--- src/rtl/seven_seg_scan_driver_pkg.sv ---
// Shared segment patterns and nibble-to-segment lookup for display blocks.
// Bit order of every pattern is {a,b,c,d,e,f,g}.
package seven_seg_scan_driver_pkg;

    localparam logic [6:0] SEG_BLANK = 7'h00;
    localparam logic [6:0] SEG_0     = 7'h7E;
    localparam logic [6:0] SEG_1     = 7'h30;
    localparam logic [6:0] SEG_2     = 7'h6D;
    localparam logic [6:0] SEG_3     = 7'h79;
    localparam logic [6:0] SEG_4     = 7'h33;
    localparam logic [6:0] SEG_5     = 7'h5B;
    localparam logic [6:0] SEG_6     = 7'h5F;
    localparam logic [6:0] SEG_7     = 7'h70;
    localparam logic [6:0] SEG_8     = 7'h7F;
    localparam logic [6:0] SEG_9     = 7'h7B;
    localparam logic [6:0] SEG_A     = 7'h77;
    localparam logic [6:0] SEG_B     = 7'h1F;
    localparam logic [6:0] SEG_C     = 7'h4E;
    localparam logic [6:0] SEG_D     = 7'h3D;
    localparam logic [6:0] SEG_E     = 7'h4F;
    localparam logic [6:0] SEG_F     = 7'h47;

    // Letters 10-15 only appear in hex mode; otherwise those codes show nothing.
    function automatic logic [6:0] seg_pattern(input logic [3:0] nib, input logic hex_mode);
        logic [6:0] hex;
        hex = SEG_BLANK;
        case (nib)
            4'h0: return SEG_0;
            4'h1: return SEG_1;
            4'h2: return SEG_2;
            4'h3: return SEG_3;
            4'h4: return SEG_4;
            4'h5: return SEG_5;
            4'h6: return SEG_6;
            4'h7: return SEG_7;
            4'h8: return SEG_8;
            4'h9: return SEG_9;
            4'hA: hex = SEG_A;
            4'hB: hex = SEG_B;
            4'hC: hex = SEG_C;
            4'hD: hex = SEG_D;
            4'hE: hex = SEG_E;
            default: hex = SEG_F;
        endcase
        return hex_mode ? hex : SEG_BLANK;
    endfunction

endpackage

--- src/rtl/seven_seg_scan_driver_decoder.sv ---
// Combinational nibble -> 7-segment pattern, active-high segments.
import seven_seg_scan_driver_pkg::*;

module seven_seg_scan_driver_decoder (
    input  logic [3:0] nib,
    input  logic       hex_mode,
    output logic [6:0] pattern
);

    assign pattern = seg_pattern(nib, hex_mode);

endmodule

--- src/rtl/seven_seg_scan_driver.sv ---
// Multiplexed N-digit 7-segment scan driver with tear-free frame updates,
// leading-zero blanking, per-digit decimal points and output polarity select.
import seven_seg_scan_driver_pkg::*;

module seven_seg_scan_driver #(
    parameter int NUM_DIGITS = 4,
    parameter int PRESCALE   = 50000,
    parameter int HEX_MODE   = 1,
    parameter int ACTIVE_LOW = 0
) (
    input  logic                    clk,
    input  logic                    rst,
    input  logic                    load,
    input  logic [4*NUM_DIGITS-1:0] value,
    input  logic [NUM_DIGITS-1:0]   dp_in,
    input  logic                    blank_lz,
    output logic [6:0]              seg,
    output logic                    dp,
    output logic [NUM_DIGITS-1:0]   an,
    output logic                    frame_done
);

    localparam int PW = $clog2(PRESCALE);
    localparam int IW = (NUM_DIGITS > 1) ? $clog2(NUM_DIGITS) : 1;
    localparam logic POL = (ACTIVE_LOW != 0);

    logic [PW-1:0]                presc;
    logic [IW-1:0]                idx;
    logic                         tc;
    logic                         wrap;

    logic [NUM_DIGITS-1:0][3:0]   pend_val;
    logic [NUM_DIGITS-1:0]        pend_dp;
    logic                         pend_valid;
    logic [NUM_DIGITS-1:0][3:0]   disp_val;
    logic [NUM_DIGITS-1:0]        disp_dp;

    logic [NUM_DIGITS-1:0]        lz_mask;
    logic                         lz_run;
    logic [3:0]                   cur_nib;
    logic [6:0]                   cur_pat;
    logic [NUM_DIGITS-1:0]        sel;

    assign tc   = (presc == PW'(PRESCALE - 1));
    assign wrap = tc && (idx == IW'(NUM_DIGITS - 1));

    // Slot timing: prescaler counts out each digit slot, digit index steps on terminal count.
    always_ff @(posedge clk) begin
        if (rst) begin
            presc <= '0;
            idx   <= '0;
        end else if (tc) begin
            presc <= '0;
            idx   <= (idx == IW'(NUM_DIGITS - 1)) ? '0 : idx + 1'b1;
        end else begin
            presc <= presc + 1'b1;
        end
    end

    // Double-buffered data: loads land in pending, display only changes at frame wrap.
    // A load coinciding with the wrap is the newest data, so it goes straight to display.
    always_ff @(posedge clk) begin
        if (rst) begin
            pend_val   <= '0;
            pend_dp    <= '0;
            pend_valid <= 1'b0;
            disp_val   <= '0;
            disp_dp    <= '0;
        end else if (wrap && load) begin
            pend_val   <= value;
            pend_dp    <= dp_in;
            pend_valid <= 1'b0;
            disp_val   <= value;
            disp_dp    <= dp_in;
        end else begin
            if (load) begin
                pend_val   <= value;
                pend_dp    <= dp_in;
                pend_valid <= 1'b1;
            end
            if (wrap && pend_valid) begin
                disp_val   <= pend_val;
                disp_dp    <= pend_dp;
                pend_valid <= 1'b0;
            end
        end
    end

    // Leading-zero mask: walk down from the MSB while nibbles stay zero; digit 0 never blanks.
    always_comb begin
        lz_mask = '0;
        lz_run  = blank_lz;
        for (int i = NUM_DIGITS - 1; i >= 1; i--) begin
            lz_run     = lz_run && (disp_val[i] == 4'h0);
            lz_mask[i] = lz_run;
        end
    end

    assign cur_nib = disp_val[idx];
    assign sel     = (NUM_DIGITS)'(1) << idx;

    seven_seg_scan_driver_decoder u_dec (
        .nib      (cur_nib),
        .hex_mode (HEX_MODE != 0),
        .pattern  (cur_pat)
    );

    // Output registers: one cycle behind slot state; anodes off in slot cycle 0 to avoid ghosting.
    always_ff @(posedge clk) begin
        if (rst) begin
            seg        <= {7{POL}};
            dp         <= POL;
            an         <= {NUM_DIGITS{POL}};
            frame_done <= 1'b0;
        end else begin
            seg        <= (lz_mask[idx] ? SEG_BLANK : cur_pat) ^ {7{POL}};
            dp         <= disp_dp[idx] ^ POL;
            an         <= ((presc == '0) ? '0 : sel) ^ {NUM_DIGITS{POL}};
            frame_done <= wrap;
        end
    end

endmodule

--- config.mk ---
export PLATFORM = sky130hd
export DESIGN_NAME = seven_seg_scan_driver
export DESIGN_NICKNAME = d
export VERILOG_FILES = /design/src/rtl/seven_seg_scan_driver_pkg.sv /design/src/rtl/seven_seg_scan_driver_decoder.sv /design/src/rtl/seven_seg_scan_driver.sv
export SDC_FILE = /design/constraint.sdc
export NUM_CORES = 1
export LEC_CHECK = 0
export ABC_CLOCK_PERIOD_IN_PS = 4000
export CAP_MARGIN = 40
export CORE_UTILIZATION = 53
export DETAILED_ROUTE_END_ITERATION = 12
export PLACE_DENSITY = 0.77
export SYNTH_ARGS = -nofsm -noshare
export SYNTH_HDL_FRONTEND = slang
export SYNTH_SLANG_ARGS = --single-unit
--- constraint.sdc ---
create_clock -name clk -period 4 [get_ports clk]
set_clock_uncertainty 0.05 [all_clocks]
set_input_delay 1 -clock clk [delete_from_list [all_inputs] [get_ports clk]]
set_output_delay 1 -clock clk [all_outputs]
set_load 0.05 [all_outputs]
==> results.sh, run 1 <==
export IMPL_synth_edf_count=0
export IMPL_die_x_um=77.5
export IMPL_cts_root_buf="clkbuf_8"
export IMPL_drive_gt1_share_pct=12.1
export IMPL_insertion_delay_ns=0.34
export IMPL_setup_tns_ns=0
export IMPL_grt_max_degree=28
export IMPL_clockBufferDepth=2
export IMPL_worst_r2r_setup_slack_ns=1.63
export IMPL_io_pins=37
export IMPL_max_vdd_ir_drop_uv=222
export IMPL_clkSinkCount=72
export IMPL_grt_usage_pct=21.0
export IMPL_avgSynthCellArea_um2=9.86
export IMPL_switchingPower_mw=0.322
export IMPL_initial_utilization_pct=54.8
export IMPL_antenna_found_initial=0
export IMPL_wl_mm=5.83
export IMPL_startpoint="load"
export IMPL_r2r_start="presc[0]"
export IMPL_timing_rr_end="presc[8]"
export IMPL_clk_pin_slew_ns=0.07
export IMPL_synthArstFlopShare_pct=0
export IMPL_synth_seq_cells=72
export IMPL_setup_violations=0
export IMPL_cts_buffers=9
export IMPL_netlist_area_mm2=0.00302
export IMPL_max_slew_margin_rel_pct=47.1
export IMPL_syn_inst=306
export IMPL_die_h_um=77.5
export IMPL_seqPwrFrac_pct=54.7
export IMPL_dieArea_mm2=0.00600
export IMPL_synth_seq_area_share_pct=47.8
export IMPL_hold_buffers=0
export IMPL_drc_errors=0
export IMPL_synth_top_area_share_pct=47.8
export IMPL_power_internal_mw=1.04
export IMPL_fin_crit_sh_pct=68.2
export IMPL_viasPerCell=5.53
export IMPL_power_mw=1.36
export IMPL_grt_first_pass_wirelength_mm=9.87
export IMPL_gp_congestion=0.820
export IMPL_power_density_mw_per_mm2=378
export IMPL_core_mm2=0.00551
export IMPL_synth_fp_nets=333
export IMPL_power_frac_clock_pct=37.2
export IMPL_area_delta_synth_final_pct=19.2
export IMPL_timing_fmax_ghz=0.366
export IMPL_outcome="completed"
export IMPL_finalCriticalPeriod_ns=2.73
export IMPL_antenna_cells=0
export IMPL_maxCapViolCount=0
export IMPL_io_buffers=36
export IMPL_instances_no_fill=418
export IMPL_cp_slowest_cell="nor2b_1"
export IMPL_dr_total_vias=2310
export IMPL_combPwrFrac_pct=8.1
export IMPL_arrival_ns=2.94
export IMPL_yosysWarnings=0
export IMPL_synth_top_area_cell="dfxtp_1"
export IMPL_drtAntennaViolNets=0
export IMPL_hpwlAfterDp_mm=4.01
export IMPL_crit_end="disp_val[9]"
export IMPL_synthTopCellsByCount="72 x dfxtp_1, 45 x nor2_1, 22 x mux2i_1"
export IMPL_swShare_pct=23.6
export IMPL_startpoint_type="input port"
export IMPL_worst_pin_slew_ns=0.792
export IMPL_max_stage_delay_ns=0.78
export IMPL_drt_iter0_drc=111
export IMPL_final_hold_violation_count=0
export IMPL_place_ws_ns=0.931
export IMPL_synth_cell_types=42
export IMPL_drv_slew=0
export IMPL_crit_path_end_kind="register"
export IMPL_synth_most_common_cell="dfxtp_1"
export IMPL_hold_path_class="reg2reg"
export IMPL_firstDrtPassIters=4
export IMPL_grt_setup_unrepaired="false"
export IMPL_final_setup_worst_slack_ns=1.27
export IMPL_dp_cells=403
export IMPL_overflow=0
export IMPL_crit_type="in2reg"
export IMPL_rows=27
export IMPL_synth_ff_type="dfxtp_1"
export IMPL_crit_path_max_fanout=13
export IMPL_cts_tree="built"
export IMPL_cts_resized=0
export IMPL_synth_area_leaders="dfxtp_1 48%, mux2i_1 7.3%, nor2_1 5.6%"
export IMPL_cts_setup_buffers=0
export IMPL_avgRoutedWirePerCell_um=13.9
export IMPL_power_leakage_nw=1.38
export IMPL_htreeDepth=3
export IMPL_critPathRequiredTime_ns=4.21
export IMPL_grt_pass1_vias=2146
export IMPL_reg2reg_depth=6
export IMPL_nets=369
export IMPL_cp_cell_sequence="clkdlybuf4s50_1 -> nor2b_1 -> a22oi_1 -> o21ai_0"
critical path: cells and delay by family:
| kind | cells | cell delay (ns) |
|---|---|---|
| buffers and inverters | 1 | 0.76 |
| and+or+nand+nor | 1 | 0.78 |
| AOI/OAI and AO/OA | 2 | 0.39 |
worst min-delay path by stage:
| stage | start | end | slack, ns | cells after the start |
|---|---|---|---|---|
| after floorplan | disp_dp[2] | disp_dp[2] | 0.37 | 2 |
| after global placement | disp_val[3] | disp_val[3] | 0.40 | 2 |
| after detailed placement | disp_val[3] | disp_val[3] | 0.41 | 2 |
| after CTS | disp_val[3] | disp_val[3] | 0.43 | 2 |
| after global routing | disp_val[3] | disp_val[3] | 0.45 | 2 |
| final | disp_val[3] | disp_val[3] | 0.43 | 2 |
per-stage QoR:
stage	utilization, %	instance area, um2	hold WS, ns
floorplan	-	3020	0.370
global placement	62.2	3430	0.401
detailed placement	62.2	3430	0.409
CTS	65.3	3600	0.425
global route	65.3	3600	0.451
finish	65.3	3600	0.430
logic make-up (layout without fill, tap and decap cells):
group | count (synthesis) | in the layout | share of synthesized area [%]
AOI/OAI and AO/OA | 36 | 36 | 8.00
adders and majority gates | 3 | 3 | 1.24
muxes | 38 | 38 | 15.1
buffers and inverters | 22 | 62 | 2.98
DFF | 72 | 72 | 47.8
and+or+nand+nor | 120 | 120 | 20.5
xor gates and xnor gates | 15 | 15 | 4.35
cells in the final DEF, fill, tap and decap left out, types with 2 or more instances in the layout:
master           netlist  layout
mux2_2                11      11
nor3_1                 6       6
a221oi_1               3       3
a21oi_1                3       3
nor2_1                45      45
mux4_2                 5       5
clkdlybuf4s50_1        0      36
nor4_1                 7       7
a22oi_1               10      10
nand3_1               10      10
nand2_1               21      21
nand4_1                2       2
o21ai_0               14      14
nor2b_1               14      14
inv_1                  9       9
clkinv_2               0       4
xor2_1                 6       6
ha_1                   3       3
buf_4                  1       2
dfxtp_1               72      72
xnor2_1                9       9
clkbuf_8               0      11
mux2i_1               22      22
nor3b_1                3       3
sequential cells by signal, summed over array words and instances, names as in the netlist, 2 cells and up:
signal and flops:
an 4, disp_dp 4, disp_val 16, idx 2, pend_dp 4, pend_val 16
presc 16, seg 7
routing by layer:
layer | wire, um | global-route usage [%]
met1 | 2720 | 26.0
met2 | 2800 | 34.9
met3 | 203 | 4.35
met4 | 104 | 10.0
met5 | 0 | 0
power by group through the flow:
stage	clock network [mW]	registers, mW	logic [mW]
detailed placement	0	0.761	0.110
finish	0.506	0.745	0.110
global route	0.548	0.747	0.120
global placement	0	0.760	0.108
floorplan	0	0.775	0.0514
CTS	0.512	0.745	0.111
area by class of cell:
type | count | area, um2
inverters | 9 | 33.8
clock inverters | 4 | 20.0
repair buffers | 38 | 375
fillers | 457 | 1910
well taps | 72 | 90.1
flip-flops and latches | 72 | 1440
multi-input cells | 212 | 1490
clock buffers | 11 | 151
Note: power is estimated with default switching activity, not from simulation.
==> run 2: changes to the inputs <==
--- a/config.mk
+++ b/config.mk
@@ -5,11 +5,11 @@
 export SDC_FILE = /design/constraint.sdc
 export NUM_CORES = 1
 export LEC_CHECK = 0
-export ABC_CLOCK_PERIOD_IN_PS = 4000
+export ABC_CLOCK_PERIOD_IN_PS = 2320
 export CAP_MARGIN = 40
-export CORE_UTILIZATION = 53
+export CORE_UTILIZATION = 49
 export DETAILED_ROUTE_END_ITERATION = 12
-export PLACE_DENSITY = 0.77
+export PLACE_DENSITY = 0.74
 export SYNTH_ARGS = -nofsm -noshare
 export SYNTH_HDL_FRONTEND = slang
 export SYNTH_SLANG_ARGS = --single-unit
==> constraint.sdc (replaced) <==
create_clock -name clk -period 2.32 [get_ports clk]
set_clock_uncertainty 0.05 [all_clocks]
set_input_delay 0.58 -clock clk [delete_from_list [all_inputs] [get_ports clk]]
set_output_delay 0.58 -clock clk [all_outputs]
set_load 0.05 [all_outputs]
==> results.sh, run 2 (synthesis gave the netlist of run 1 again) <==
export IMPL_r2r_start="idx[0]"
export IMPL_viasPerCell=5.25
export IMPL_core_mm2=0.00592
export IMPL_worst_pin_slew_ns=0.741
export IMPL_insertion_delay_ns=0.34
export IMPL_worst_r2r_setup_slack_ns=0.30
export IMPL_max_vdd_ir_drop_uv=382
export IMPL_arrival_ns=1.45
export IMPL_avgRoutedWirePerCell_um=13.0
export IMPL_power_density_mw_per_mm2=655
export IMPL_firstDrtPassIters=4
export IMPL_min_delay_start="presc[0]"
export IMPL_initial_utilization_pct=51.0
export IMPL_path_delay_family="buffers and inverters"
export IMPL_grt_max_degree=42
export IMPL_drtAntennaViolNets=0
export IMPL_max_stage_delay_ns=0.80
export IMPL_die_h_um=80.5
export IMPL_power_frac_clock_pct=38.8
export IMPL_cp_slowest_cell="clkdlybuf4s50_1"
export IMPL_timing_rr_end="seg[4]"
export IMPL_crit_type="reg2out"
export IMPL_antenna_cells=0
export IMPL_dr_total_vias=2253
export IMPL_grt_setup_unrepaired="false"
export IMPL_crit_path_end_kind="output port"
export IMPL_area_delta_synth_final_pct=22.0
export IMPL_fin_crit_sh_pct=89.8
export IMPL_final_hold_violation_count=0
export IMPL_crit_path_max_fanout=1
export IMPL_layout_commonest_cell="dfxtp_1"
export IMPL_die_x_um=80.5
export IMPL_grt_pass1_vias=2075
export IMPL_cts_tree="built"
export IMPL_power_leakage_nw=1.43
export IMPL_clkSinkCount=72
export IMPL_cts_setup_buffers=0
export IMPL_setup_violations=0
export IMPL_power_internal_mw=1.85
export IMPL_switchingPower_mw=0.564
export IMPL_drive_gt1_share_pct=14.1
export IMPL_io_pins=37
export IMPL_drv_slew=0
export IMPL_final_util_pct=62.2
export IMPL_htreeDepth=3
export IMPL_finalCriticalPeriod_ns=2.08
export IMPL_io_buffers=36
export IMPL_drt_iter0_drc=84
export IMPL_hold_buffers=0
export IMPL_hold_path_class="reg2reg"
export IMPL_combPwrFrac_pct=8.0
export IMPL_maxCapViolCount=0
export IMPL_swShare_pct=23.4
export IMPL_layout_common_cells="72 x dfxtp_1, 45 x nor2_1, 36 x clkdlybuf4s50_1"
export IMPL_reg2reg_depth=4
export IMPL_startpoint_type="register"
export IMPL_grt_first_pass_wirelength_mm=9.33
export IMPL_nets=376
export IMPL_largest_registers="disp_val (16), pend_val (16), presc (16)"
export IMPL_wl_mm=5.58
export IMPL_overflow=0
export IMPL_antenna_found_initial=0
export IMPL_min_to="presc[0]"
export IMPL_clk_pin_slew_ns=0.07
export IMPL_cp_cell_sequence="clkdlybuf4s50_1"
export IMPL_clockBufferDepth=2
export IMPL_cts_resized=0
export IMPL_gp_congestion=0.847
export IMPL_outcome="completed"
export IMPL_cts_root_buf="clkbuf_8"
export IMPL_rows=28
export IMPL_timing_fmax_ghz=0.480
export IMPL_max_slew_margin_rel_pct=50.5
export IMPL_grt_usage_pct=19.1
export IMPL_drc_errors=0
export IMPL_crit_buf_inv=1
export IMPL_critPathRequiredTime_ns=1.69
export IMPL_dieArea_mm2=0.00648
export IMPL_cts_buffers=9
export IMPL_min_path_cells=1
export IMPL_setup_tns_ns=0
export IMPL_seqPwrFrac_pct=53.2
export IMPL_hpwlAfterDp_mm=3.91
==> run 2: changes by cell type in the layout (fill, tap and decap cells not counted), sizes merged <==
cell,change
buf,+7
bufinv,+1
clkbuf,-2
clkinv,+1
clkinvlp,+1
==> run 2: through the flow <==
step	instances	hold slack (ns)	cell area, um2	total power, mW	setup slack, ns
3_3_place_gp	413	0.405	3500	1.50	0.187
4_1_cts	429	0.430	3680	2.44	0.213
6_report	429	0.424	3680	2.41	0.238
3_5_place_dp	413	0.413	3500	1.50	0.142
2_1_floorplan	306	0.370	3020	1.42	0.282
5_1_grt	429	0.442	3680	2.51	0.131
==> run 2: layer usage <==
layer / track usage, % / part of all wire [%] / vias to the layer above
li1: - / - / 1154
met1: 24.8 / 51 / 1042
met2: 29.4 / 44 / 52
met3: 4.09 / 4.1 / 5
met4: 10.2 / 1.3 / 0
met5: 0 / 0 / -
==> run 2: power by group through the flow <==
stage | logic (mW) | registers [mW] | clock network, mW
finish | 0.192 | 1.28 | 0.937
global route | 0.210 | 1.29 | 1.01
CTS | 0.194 | 1.28 | 0.964
detailed placement | 0.193 | 1.31 | 0
global placement | 0.192 | 1.31 | 0
floorplan | 0.0887 | 1.34 | 0
==> run 2: layout make-up <==
| class | count | area (um2) |
|---|---|---|
| inverter | 9 | 33.8 |
| fill | 509 | 2240 |
| clock inverter | 7 | 62.6 |
| multi-input combinational | 212 | 1490 |
| sequential | 72 | 1440 |
| tap | 75 | 93.8 |
| timing repair buffer | 45 | 440 |
| clock buffer | 9 | 124 |
==> run 2: worst max path at each step <==
stage	start	to	slack [ns]	cells past startpoint
after floorplan	presc[0]	disp_dp[1]	0.28	5
after global routing	idx[0]	seg[4]	0.13	4
after CTS	frame_done	frame_done	0.21	1
final	frame_done	frame_done	0.24	1
after global placement	load	disp_val[3]	0.19	5
after detailed placement	load	disp_val[8]	0.14	5
==> RTL change 1, RTL diff (settings of run 2) <==
Change the parameter `HEX_MODE` from 1 to 0.
--- a/src/rtl/seven_seg_scan_driver.sv
+++ b/src/rtl/seven_seg_scan_driver.sv
@@ -7,3 +7,3 @@
     parameter int PRESCALE   = 50000,
-    parameter int HEX_MODE   = 1,
+    parameter int HEX_MODE   = 0,
     parameter int ACTIVE_LOW = 0
Behaviour: no difference found for any inputs over 10 cycles, from zero or initial values and one cycle with rst high; that may be too few to reach the edited logic, so the function may still have changed.
==> RTL change 1 against run 2 <==
- routed wire length up 4.6%
- non-clock buffer count stayed put
- area after synthesis down 0.41%
- final area fell by 0.61%
- count of clock-buffer cells in the layout increased by 2
- setup slack improved by 0.018 ns
- sequential cell count did not move
- power rose by 6.8%
==> RTL change 1: results (changes against run 2) <==
| Metric | Value |
|---|---|
| Routed len/inst | `13.69 µm (+5.3%)` |
| Crit path DAT | `1.43 ns (-0.02 ns)` |
| Syn avg cell area | `9.695 µm² (-1.7%)` |
| Status | `finished, final reports clean` |
| R2R setup slack | `0.28 ns (-0.02 ns)` |
| First-pass GRT wire length | `9818 µm (+5.3%)` |
| Worst slack at placement | `0.1554 ns (+0.01314 ns)` |
| Vias in the first global route | `2071 (-0.19%)` |
| DRT iter0 DRCs | `182 (+120%)` |
| Vias | `2260 (+0.31%)` |
| FF-to-FF End | `disp_val[14]` |
| Placed insts | `410 (-0.73%)` |
| Worst vdd ir | `454.8 µV (+19%)` |
| Share of cells above drive strength 1 | `12.25% (-1.9 points)` |
| Worst Setup SP | `an[1]` |
| Post-Syn Nets | `337 (+1.2%)` |
| GP Congestion | `0.8024 (-5.2%)` |
| Pleak | `1.380 nW (-3.2%)` |
| Met3 wire length | `276 µm (+19%)` |
| Layout fillers | `512 (+0.59%)` |
| Post-route minimum period | `2.065 ns (-0.01754 ns)` |
| Clock power share | `43.1% (+4.3 points)` |
| WHS | `0.4102 ns (-0.01415 ns)` |
| Top post-synthesis cells by count | `dfxtp_1 (72), nor2_1 (62), mux2i_1 (22)` |
| M1 WL | `2874 µm (+1.2%)` |
| Synth unique cells | `40 (-4.8%)` |
| Synth area leaders | `dfxtp_1 (48%), nor2_1 (7.7%), mux2i_1 (7.3%)` |
| Worst slew pin tran | `0.5577 ns (-0.1834 ns)` |
| R2r worst-path depth | `6 (+2)` |
## RTL change 1: cell count changes after synthesis, sizes merged, moves of 9 or more
cell | run 2 | this run
nor2b | 14 | 4
mux2 | 11 | 0
nor2 | 45 | 62
a211oi | 1 | 12
o21ai | 14 | 5
a22oi | 10 | 0
a21oi | 3 | 13
o221ai | 0 | 9
## RTL change 1: cells by family after synthesis
logic type,synth area share [%]
multiplexers,11.07
XOR/XNOR,4.080
buffers and inverters,4.246
AO/OA/AOI/OAI,11.49
adder cells (fa/ha/maj),1.249
flip-flops,47.96
AND/OR/NAND/NOR,19.90
## RTL change 1: power by group through the flow
stage	registers, mW	logic, mW	clock network, mW
6_report	1.28	0.185	1.11
4_1_cts	1.28	0.186	1.14
5_1_grt	1.29	0.200	1.19
3_5_place_dp	1.31	0.184	0
3_3_place_gp	1.31	0.182	0
2_1_floorplan	1.33	0.0851	0
## RTL change 1: worst min-delay path by stage
stage               start         end
2_1_floorplan    presc[0]    presc[0]
3_3_place_gp     presc[0]    presc[0]
3_5_place_dp     presc[0]    presc[0]
4_1_cts          presc[0]    presc[0]
5_1_grt        disp_dp[1]  disp_dp[1]
6_report         presc[0]    presc[0]
## RTL change 1: metrics by stage
stage	instance area, µm²	utilization [%]
floorplan	3005	-
global placement	3430	57.92
detailed placement	3430	57.92
CTS	3660	61.81
global route	3660	61.81
finish	3660	61.81
## RTL change 1: per-layer routing
layer	vias to the layer above	global-route usage (%)
met5	-	0
met3	6	4.318
met4	0	9.464
li1	1150	-
met2	67	28.55
met1	1037	28.77
## RTL change 1: cell type report
type                       count  share of cell area, %
multi-input combinational    212                  39.25
clock inverter                 5                  2.154
inverter                       6                 0.6154
tap                           75                  2.564
clock buffer                  11                  4.137
sequential                    72                  39.38
timing repair buffer          45                  11.90
==> RTL change 2, RTL diff (config.mk and constraints of run 2) <==
Made on the original files. Add an input register stage for `load`, `value`, `dp_in` and `blank_lz`, cleared by the reset; this delays them by one clock.
--- a/src/rtl/seven_seg_scan_driver.sv
+++ b/src/rtl/seven_seg_scan_driver.sv
@@ -25,2 +25,21 @@
     localparam logic POL = (ACTIVE_LOW != 0);
+
+    logic load_q;
+    logic [4*NUM_DIGITS-1:0] value_q;
+    logic [NUM_DIGITS-1:0] dp_q;
+    logic blank_lz_q;
+
+    always_ff @(posedge clk) begin
+        if (rst) begin
+            load_q     <= '0;
+            value_q    <= '0;
+            dp_q       <= '0;
+            blank_lz_q <= '0;
+        end else begin
+            load_q     <= load;
+            value_q    <= value;
+            dp_q       <= dp_in;
+            blank_lz_q <= blank_lz;
+        end
+    end
 
@@ -68,12 +87,12 @@
             disp_dp    <= '0;
-        end else if (wrap && load) begin
-            pend_val   <= value;
-            pend_dp    <= dp_in;
+        end else if (wrap && load_q) begin
+            pend_val   <= value_q;
+            pend_dp    <= dp_q;
             pend_valid <= 1'b0;
-            disp_val   <= value;
-            disp_dp    <= dp_in;
+            disp_val   <= value_q;
+            disp_dp    <= dp_q;
         end else begin
-            if (load) begin
-                pend_val   <= value;
-                pend_dp    <= dp_in;
+            if (load_q) begin
+                pend_val   <= value_q;
+                pend_dp    <= dp_q;
                 pend_valid <= 1'b1;
@@ -91,3 +110,3 @@
         lz_mask = '0;
-        lz_run  = blank_lz;
+        lz_run  = blank_lz_q;
         for (int i = NUM_DIGITS - 1; i >= 1; i--) begin
Check against the original RTL: no difference found for any inputs over 10 cycles, from zero or initial values and one cycle with rst high; that may be too few to reach the edited logic, so the function may still have changed.
==> RTL change 2 against run 2 <==
- sequential cell count increased by 22
- power is 21% higher
- setup slack lost 0.016 ns
- via count increased by 10%
- critical path depth stayed put
- final area increased by 17%
- global-route usage decreased by 0.50 points
- worst hold slack got worse by 0.0049 ns
- routed wire length rose by 13%
- area after synthesis up 20%
==> RTL change 2: results (changes against run 2) <==
| Metric | Value |
|---|---|
| Total GRT Usage | `18.57% (-0.50 points)` |
| Number of cells on the worst hold path | `1 (unchanged)` |
| Cell Count, Final, Fillers Out | `494 (+15%)` |
| WHS | `0.4195 ns (-0.004852 ns)` |
| Vias in the first global route | `2394 (+15%)` |
| H-tree depth | `3 (unchanged)` |
| Fin area | `4305 µm² (+17%)` |
| Postcts setup bufs | `0 (unchanged)` |
| R2R setup slack | `0.32 ns (+0.02 ns)` |
| Largest net degree at the start of global routing | `30 (-29%)` |
| CP max-delay cell | `clkdlybuf4s50_1` |
| Crit path DAT | `1.47 ns (+0.02 ns)` |
| # diodes | `0 (unchanged)` |
| Hold endpoint | `presc[0]` |
| Synth unique cells | `42 (unchanged)` |
| Nets | `417 (+11%)` |
| Placed insts | `478 (+16%)` |
| Worst Path Max Fanout | `1 (unchanged)` |
| Synth area leaders | `dfxtp_1 (52%), nor2b_1 (6.4%), mux2i_1 (5.5%)` |
| Share of cells above drive strength 1 | `11.90% (-2.2 points)` |
| Routed len/inst | `12.72 µm (-2.1%)` |
| GP Congestion | `0.7525 (-11%)` |
| Status | `finished, final reports clean` |
| DRT iter0 DRCs | `136 (+62%)` |
| CTS Buf Count | `9 (unchanged)` |
| Layout fillers | `637 (+25%)` |
| FF-to-FF End | `idx[0]` |
| Post-DP HPWL | `4319 µm (+10%)` |
| Syn avg cell area | `10.32 µm² (+4.6%)` |
| Worst vdd ir | `388.4 µV (+1.6%)` |
| Placed Area | `4105 µm² (+17%)` |
| Sequential area share after synthesis | `51.81% (+4.0 points)` |
| Skew-Pair Late Insertion Delay | `around 0.35 ns` |
| Worst slack at placement | `0.3414 ns (+0.1991 ns)` |
| Worst-path clk slew | `0.08 ns` |
| R2r worst-path depth | `6 (+2)` |
| Vias | `2487 (+10%)` |
| Worst hold path type | `reg2reg` |
| Pleak | `1.658 nW (+16%)` |
| Ys async rst share | `0% (unchanged)` |
| Ys flop type | `dfxtp_1` |
| Max_slew headroom | `59.42% (+8.9 points)` |
| Post-Syn Nets | `379 (+14%)` |
| Ys Warns | `0 (unchanged)` |
| Top post-synthesis cells by count | `dfxtp_1 (94), nor2_1 (43), nor2b_1 (37)` |
| Clk root buf | `clkbuf_8` |
| Initial antenna violation count | `0 (unchanged)` |
| First-pass GRT wire length | `10940 µm (+17%)` |
| Crit Reg-Reg Startpoint | `presc[10]` |
RTL change 2: changes by cell type in the layout (fill, tap and decap cells not counted), sizes merged, moves of 3 or more:
cell    change
and3        +4
clkinv      -3
dfxtp      +22
nor2b      +23
xnor2       -3
nor4        -4
xor2        +3
RTL change 2: per-layer routing:
layer	up-vias	routed length (µm)	GRT usage, %
met3	9	206	5.844
li1	1285	-	-
met1	1153	3053	23.34
met5	-	0	0
met2	40	2932	29.67
met4	0	93	7.625
RTL change 2: cell type report:
class,instances,area share (%)
flip-flops and latches,94,43.71
multi-input cells,234,38.22
repair buffers,44,9.939
clock buffers,11,3.284
well taps,99,2.877
clock inverters,5,1.366
inverters,7,0.6103
RTL change 2: worst max-delay path by stage:
stage | to | slack [ns] | from
2_1_floorplan | disp_dp[0] | 0.36 | presc[10]
3_3_place_gp | idx[0] | 0.40 | presc[10]
3_5_place_dp | idx[0] | 0.34 | presc[10]
4_1_cts | seg[5] | 0.19 | seg[5]
5_1_grt | seg[2] | 0.17 | seg[2]
6_report | seg[5] | 0.22 | seg[5]
RTL change 2: power breakdown:
group | total [mW] | switching, mW | leakage [nW] | internal [mW]
clock | 1.06 | 0.533 | 0.0955 | 0.528
sequential | 1.67 | 0.0182 | 0.768 | 1.66
combinational | 0.189 | 0.0962 | 0.794 | 0.0925
RTL change 2: logic make-up after synthesis:
| kind of cell | share of synthesized area, % |
|---|---|
| and+or+nand+nor | 21.15 |
| DFF | 51.81 |
| muxes | 13.37 |
| AOI/OAI and AO/OA | 6.132 |
| buffers and inverters | 2.894 |
| xor gates and xnor gates | 3.617 |
| adders and majority gates | 1.034 |
